==> src/rtl/tof_frame_bram_writer.sv <==
// rtl/tof_frame_bram_writer.sv - ping-pong frame writer from a sample stream into BRAM port A
// Tracks two banks with full flags; the reader releases a bank with a frame_done pulse.
module tof_frame_bram_writer #(
  parameter int DATA_W    = 16,
  parameter int ADDR_W    = 9,
  parameter int FRAME_LEN = 64
) (
  input  logic              clk,
  input  logic              rst,
  input  logic              s_valid,
  output logic              s_ready,
  input  logic [DATA_W-1:0] s_data,
  input  logic              s_last,
  output logic              wea,
  output logic [ADDR_W-1:0] addra,
  output logic [DATA_W-1:0] dina,
  output logic              drdy,
  output logic              rd_bank,
  input  logic              frame_done,
  output logic              frame_err
);

  localparam int IDX_W = ADDR_W - 1;
  localparam logic [IDX_W-1:0] LAST_IDX = IDX_W'(FRAME_LEN - 1);

  logic             wr_bank;
  logic [1:0]       full;
  logic [1:0]       full_nxt;
  logic [IDX_W-1:0] idx;
  logic             set_pend;
  logic             set_bank;
  logic             accept;
  logic             last_beat;
  logic             early_last;
  logic             release_bank;

  assign s_ready      = ~full[wr_bank];
  assign drdy         = full[rd_bank];
  assign accept       = s_valid & s_ready;
  assign last_beat    = accept & (idx == LAST_IDX);
  assign early_last   = accept & s_last & (idx != LAST_IDX);
  assign release_bank = frame_done & drdy;

  // The full flag lands one edge after the final accept, together with the final BRAM write.
  always_comb begin
    full_nxt = full;
    if (set_pend)
      full_nxt[set_bank] = 1'b1;
    if (release_bank)
      full_nxt[rd_bank] = 1'b0;
  end

  always_ff @(posedge clk or negedge rst) begin
    if (!rst) begin
      wea       <= 1'b0;
      addra     <= '0;
      dina      <= '0;
      frame_err <= 1'b0;
      wr_bank   <= 1'b0;
      rd_bank   <= 1'b0;
      full      <= 2'b00;
      idx       <= '0;
      set_pend  <= 1'b0;
      set_bank  <= 1'b0;
    end else begin
      wea       <= accept;
      frame_err <= early_last;
      set_pend  <= last_beat;
      full      <= full_nxt;
      if (accept) begin
        addra <= {wr_bank, idx};
        dina  <= s_data;
      end
      if (last_beat) begin
        idx      <= '0;
        wr_bank  <= ~wr_bank;
        set_bank <= wr_bank;
      end else if (early_last) begin
        idx <= '0;
      end else if (accept) begin
        idx <= idx + 1'b1;
      end
      if (release_bank)
        rd_bank <= ~rd_bank;
    end
  end

endmodule

==> config.mk <==
export PLATFORM = sky130hd
export DESIGN_NAME = tof_frame_bram_writer
export DESIGN_NICKNAME = d
export VERILOG_FILES = /design/src/rtl/tof_frame_bram_writer.sv
export SDC_FILE = /design/constraint.sdc
export NUM_CORES = 1
export LEC_CHECK = 0
export ABC_AREA = 1
export CELL_PAD_IN_SITES_DETAIL_PLACEMENT = 0
export CELL_PAD_IN_SITES_GLOBAL_PLACEMENT = 1
export CORE_MARGIN = 3
export CORE_UTILIZATION = 34
export DETAILED_ROUTE_END_ITERATION = 10
export GPL_TIMING_DRIVEN = 0
export PLACE_DENSITY = 0.83
export SLEW_MARGIN = 0
export SYNTH_ARGS = -nofsm -noshare
export SYNTH_HDL_FRONTEND = slang
export SYNTH_SLANG_ARGS = --single-unit
==> constraint.sdc <==
create_clock -name clk -period 1.45 [get_ports clk]
set_input_delay 0.145 -clock clk [delete_from_list [all_inputs] [get_ports clk]]
set_output_delay 0.145 -clock clk [all_outputs]
set_load 0.01 [all_outputs]
* Word level (Yosys, flattened, before mapping)
Cells that the tools add are included.
** Storage, ports and cells
- Register bits :: 41
- Input bits :: 21
- Output and inout port bits :: 30
** Cells by class
- Reduce and logical (&&, ||, !) cells :: 3
- Add/sub/neg operators :: 1
- Bitwise logic cells :: 11
- Order comparisons :: 5
- Muxes and demuxes :: 13
- Eq/ne operators :: 2
** Operators with widths (count)
- 2-to-1 mux 8 bit :: 3
- adder 8 x 1 -> 8 bit, second input constant :: 1
- equality test 8 x 6 -> 1 bit, second input constant :: 1
- inequality test 8 x 6 -> 1 bit, second input constant :: 1
- < comparator 1 x 2 -> 1 bit, second input constant :: 3
- 2-to-1 mux 1 bit :: 6
- AND 1 bit :: 5
- 2-to-1 mux 2 bit :: 2
- inverter 1 bit :: 3
- nonzero test 3 bit :: 1
- AND 2 bit :: 1
- demux 1 bit (select 1 bit) :: 2
- greater-or-equal comparator 1 bit, second input constant :: 2
- logical AND 1 bit :: 2
- inverter 2 bit :: 1
- bitwise OR 2 bit :: 1

* Depth between registers and ports, before layout
- Word-level depth :: 8
- Gate-level depth with buffers :: 9
- Mapped depth without buffers :: 9

* Worst setup path after synthesis
OpenSTA, ideal clock, no wires.
- Kind :: register -> register
- Start point :: register idx[0]
- End point :: register wr_bank
- Path slack :: 254 ps
- Required time :: 1334 ps
- Path buffers :: 0
- Arrival time :: 1080 ps
- Clock period less this slack :: 1196 ps
- Library setup time :: 116 ps
- Cell stages (with the launch flop) :: 10
- Path through :: dfrtp_1 ha_1 nand2_1 inv_1 nand2_1 nor2_1 nand2_1 inv_1 nand2_1 nand2_1
** On the way
- Word-level cells in the longest chain between the ends :: 2
** RTL lines
- from (decl) :: RTL line 29 : logic [IDX_W-1:0] idx;
- from (signal assigned) :: RTL line 81 : idx <= idx + 1'b1;
- equality test 8 x 6 -> 1 bit :: RTL line 40 : assign last_beat = accept & (idx == LAST_IDX);
- AND 1 bit :: RTL line 40
- named net last_beat :: RTL line 33 : logic last_beat;
- to (signal assigned) :: RTL line 76 : wr_bank <= ~wr_bank;
- to (decl) :: RTL line 26 : logic wr_bank;
The timed path passes the listed nets, and every way through them passes these cells.
A chain may end at the register's enable or synchronous reset.

* Worst setup path in the final report
- Start point :: register addra[0]
- End point :: output port addra[0]
** RTL lines
- from (decl) :: RTL line 15 : output logic [ADDR_W-1:0] addra,
- from (signal assigned) :: RTL line 71 : addra <= {wr_bank, idx};
No word-level cell between the ends.

==> key figures <==
Floorplanning
  – Num rows: 25
  – Die Y: 77.47 um
  – Initial Utilization: 0.3605
  – Die width: 77.47 um
  – IO Pins: 51
  – Die area: 6002 um^2
  – Core area: 4817 um^2

Detailed routing
  – Via count: 1463
  – Initial drt markers: 62
  – Post-route antenna net violation count: 0
  – DRC violations left: 0
  – Detailed Routing Iterations Pass 1: 4
  – Total wire length: 3775 um
  – Average wire per standard cell: 11.14 um
  – Via density: 4.316

Placed design
  – RD Place Congestion: 0.7468
  – HPWL after DPL: 2714 um
  – Count of input and output buffers: 50
  – Placed cell areas: 2336 um^2
  – Post-Place Worst Slack: -0.02387 ns

Timing
  – Max frequency: 0.7423 GHz
  – Slew Limit Fails: 0
  – # setup viols final: 0
  – Slew of the pin with the lowest slew margin: 0.2890 ns
  – Setup TNS: 0 ns
  – Tmin final: 1.347 ns
  – Final hold vios: 0
  – Final Hold Slack: 0.1788 ns
  – Setup ws final: 0.1028 ns
  – Crit share post-route: 0.9291
  – Post-route clock skew: 0.005894 ns
  – Relative slew slack: 0.8056

Clock network
  – Clock sink count: 41
  – H-tree depth: 2
  – CTS root buffer: clkbuf_8
  – Reg clk slew, reported paths: 0.07 ns
  – Num CTS Buffers: 5
  – TritonCTS clock tree: yes
  – Worst skew pair latency: 0.29 ns
  – Max clock buf depth: 2

Critical path
  – Critical path required time: 1.31 ns
  – Worst setup EP type: output port
  – WP buf/inv: 1
  – Max FO, Critical Path: 2
  – Crit path max-delay cell type: clkdlybuf4s50_1
  – Critical path startpoint category: flip-flop
  – CP delay by family, top: buffers and inverters
  – R2R setup slack: 0.12 ns
  – Worst path cell trace: clkdlybuf4s50_1
  – Critical path arrival: 1.20 ns
  – Worst path max stage delay: 0.55 ns
  – Setup Crit Path Kind: flip-flop to output port

Final layout
  – Layout cells sized above 1: 0.1066
  – Final core utilization: 0.5169
  – Layout overhead on the synthesized area: 43.37%
  – Fill count: 484
  – Post-route cell area: 2490 um^2
  – Ant diodes: 0
  – Net total in the final layout: 293

Outcome
  – Status: finished clean

Flow run
  – Max-cap viol count: 0

GRT
  – Vias in the first global route: 1427
  – Antenna violations before repair: 0
  – GRT Util Overall: 0.1397
  – Largest net degree at the start of global routing: 41
  – Overflow after GRT: 0
  – First-pass GRT wire length: 6603 um

Power and ir drop
  – Peak VDD IR: 575.9 uV
  – PD cells: 1099 nW/um^2
  – Leakage: 1.229 nW

Hold path
  – Hold crit path type: input port to async pin

Synthesis
  – Cells after Synth: 210
  – Syn Area/Cell: 8.270 um^2
  – Syn. warnings: 0
  – Yosys cell types: 20
  – Netlist Area Pre-Place: 1737 um^2
  – Syn Nets: 232
  – Sequential element share of the synthesized area: 0.5908
  – Post-synthesis register bit count: 41
report_power, final:
part | switching [mW] | internal, mW | leakage (nW)
combinational | 0.233 | 0.266 | 0.638
clock | 0.372 | 0.561 | 0.0585
sequential | 0.0631 | 1.24 | 0.532
total | 0.669 | 2.07 | 1.23
final cells by class:
| type | instances | area [um^2] | area share |
|---|---|---|---|
| plain buffers | 6 | 32.53 | 0.01307 |
| clock buffers | 7 | 86.33 | 0.03467 |
| clock inverters | 1 | 30.03 | 0.01206 |
| inverters | 22 | 82.58 | 0.03317 |
| multi-input cells | 141 | 615.6 | 0.2472 |
| flip-flops and latches | 41 | 1026 | 0.4121 |
| well taps | 67 | 83.83 | 0.03367 |
| repair buffers | 54 | 533.0 | 0.2141 |
layer usage:
metal  routed length [um]  track usage  up-vias  part of all wire
met1                 1704       0.1731      670              0.45
met3                  161      0.03596        7             0.043
li1                     -            -      760                 -
met2                 1832       0.2254       26              0.49
met4                   76      0.06940        0             0.020
met5                    0            0        -                 0
metrics by stage:
stage          cells  total power [mW]
2_1_floorplan    210             1.526
3_3_place_gp     327             1.812
3_5_place_dp     328             1.823
4_1_cts          338             2.777
5_1_grt          339             2.891
6_report         339             2.737
path summary, 6_finish.rpt:
check                          start        to  depth (start not counted)
min                              rst   dina[9]                          2
max in group asynchronous        rst    idx[3]                          3
max reg2reg                   idx[0]    idx[5]                          8
max                         addra[0]  addra[0]                          1
min reg2reg                  dina[1]   dina[1]                          2
min in group clk           s_data[2]   dina[2]                          3
cell usage in the layout, fill, tap and decap left out, drive strengths merged:
master	count
dlygate4sd3	1
xor2	1
dfrtp	41
dlygate4sd2	2
clkbuf	10
nor2	17
clkdlybuf4s50	46
bufinv	1
o21ai	14
buf	8
nand2	99
ha	1
o22ai	1
nand4	1
a21oi	1
nand3	4
a21boi	1
inv	22
a31o	1
registers in the layout, summed over array words and instances, names as in the netlist:
signal / cells
dina: 16
addra: 9
idx: 8
full: 2
frame_err: 1
rd_bank: 1
set_bank: 1
set_pend: 1
wea: 1
wr_bank: 1
cell families (layout without fill, tap and decap cells):
logic type | after synthesis | after routing | synth area share
buf+inv | 28 | 90 | 0.06484
xor+xnor | 1 | 1 | 0.005044
compound gates | 18 | 18 | 0.05620
fa+ha+maj | 1 | 1 | 0.007203
flops | 41 | 41 | 0.5908
simple gates | 121 | 121 | 0.2759
synthesized netlist by cell type:
cell type / count / area share
nand2_1: 97 / 0.21
dfrtp_1: 41 / 0.59
inv_1: 20 / 0.043
nor2_1: 17 / 0.037
o21ai_0: 10 / 0.029
o21ai_1: 4 / 0.012
buf_2: 3 / 0.0086
nand3_1: 3 / 0.0086
clkbuf_1: 2 / 0.0043
inv_2: 2 / 0.0043
nand2_2: 2 / 0.0072
a21boi_0: 1 / 0.0043
a21oi_1: 1 / 0.0029
a31o_2: 1 / 0.0050
buf_4: 1 / 0.0043
ha_1: 1 / 0.0072
nand3_4: 1 / 0.010
nand4_1: 1 / 0.0036
o22ai_1: 1 / 0.0036
xor2_1: 1 / 0.0050
timing repair:
action                     CTS  global route
pin swaps                    0             1
setup buffers                1             1
hold endpoints to repair    41             0
setup endpoints to repair    2            17
hold buffers                 1             0
resized for setup            3            12
Note: power is estimated with default switching activity, not from simulation.
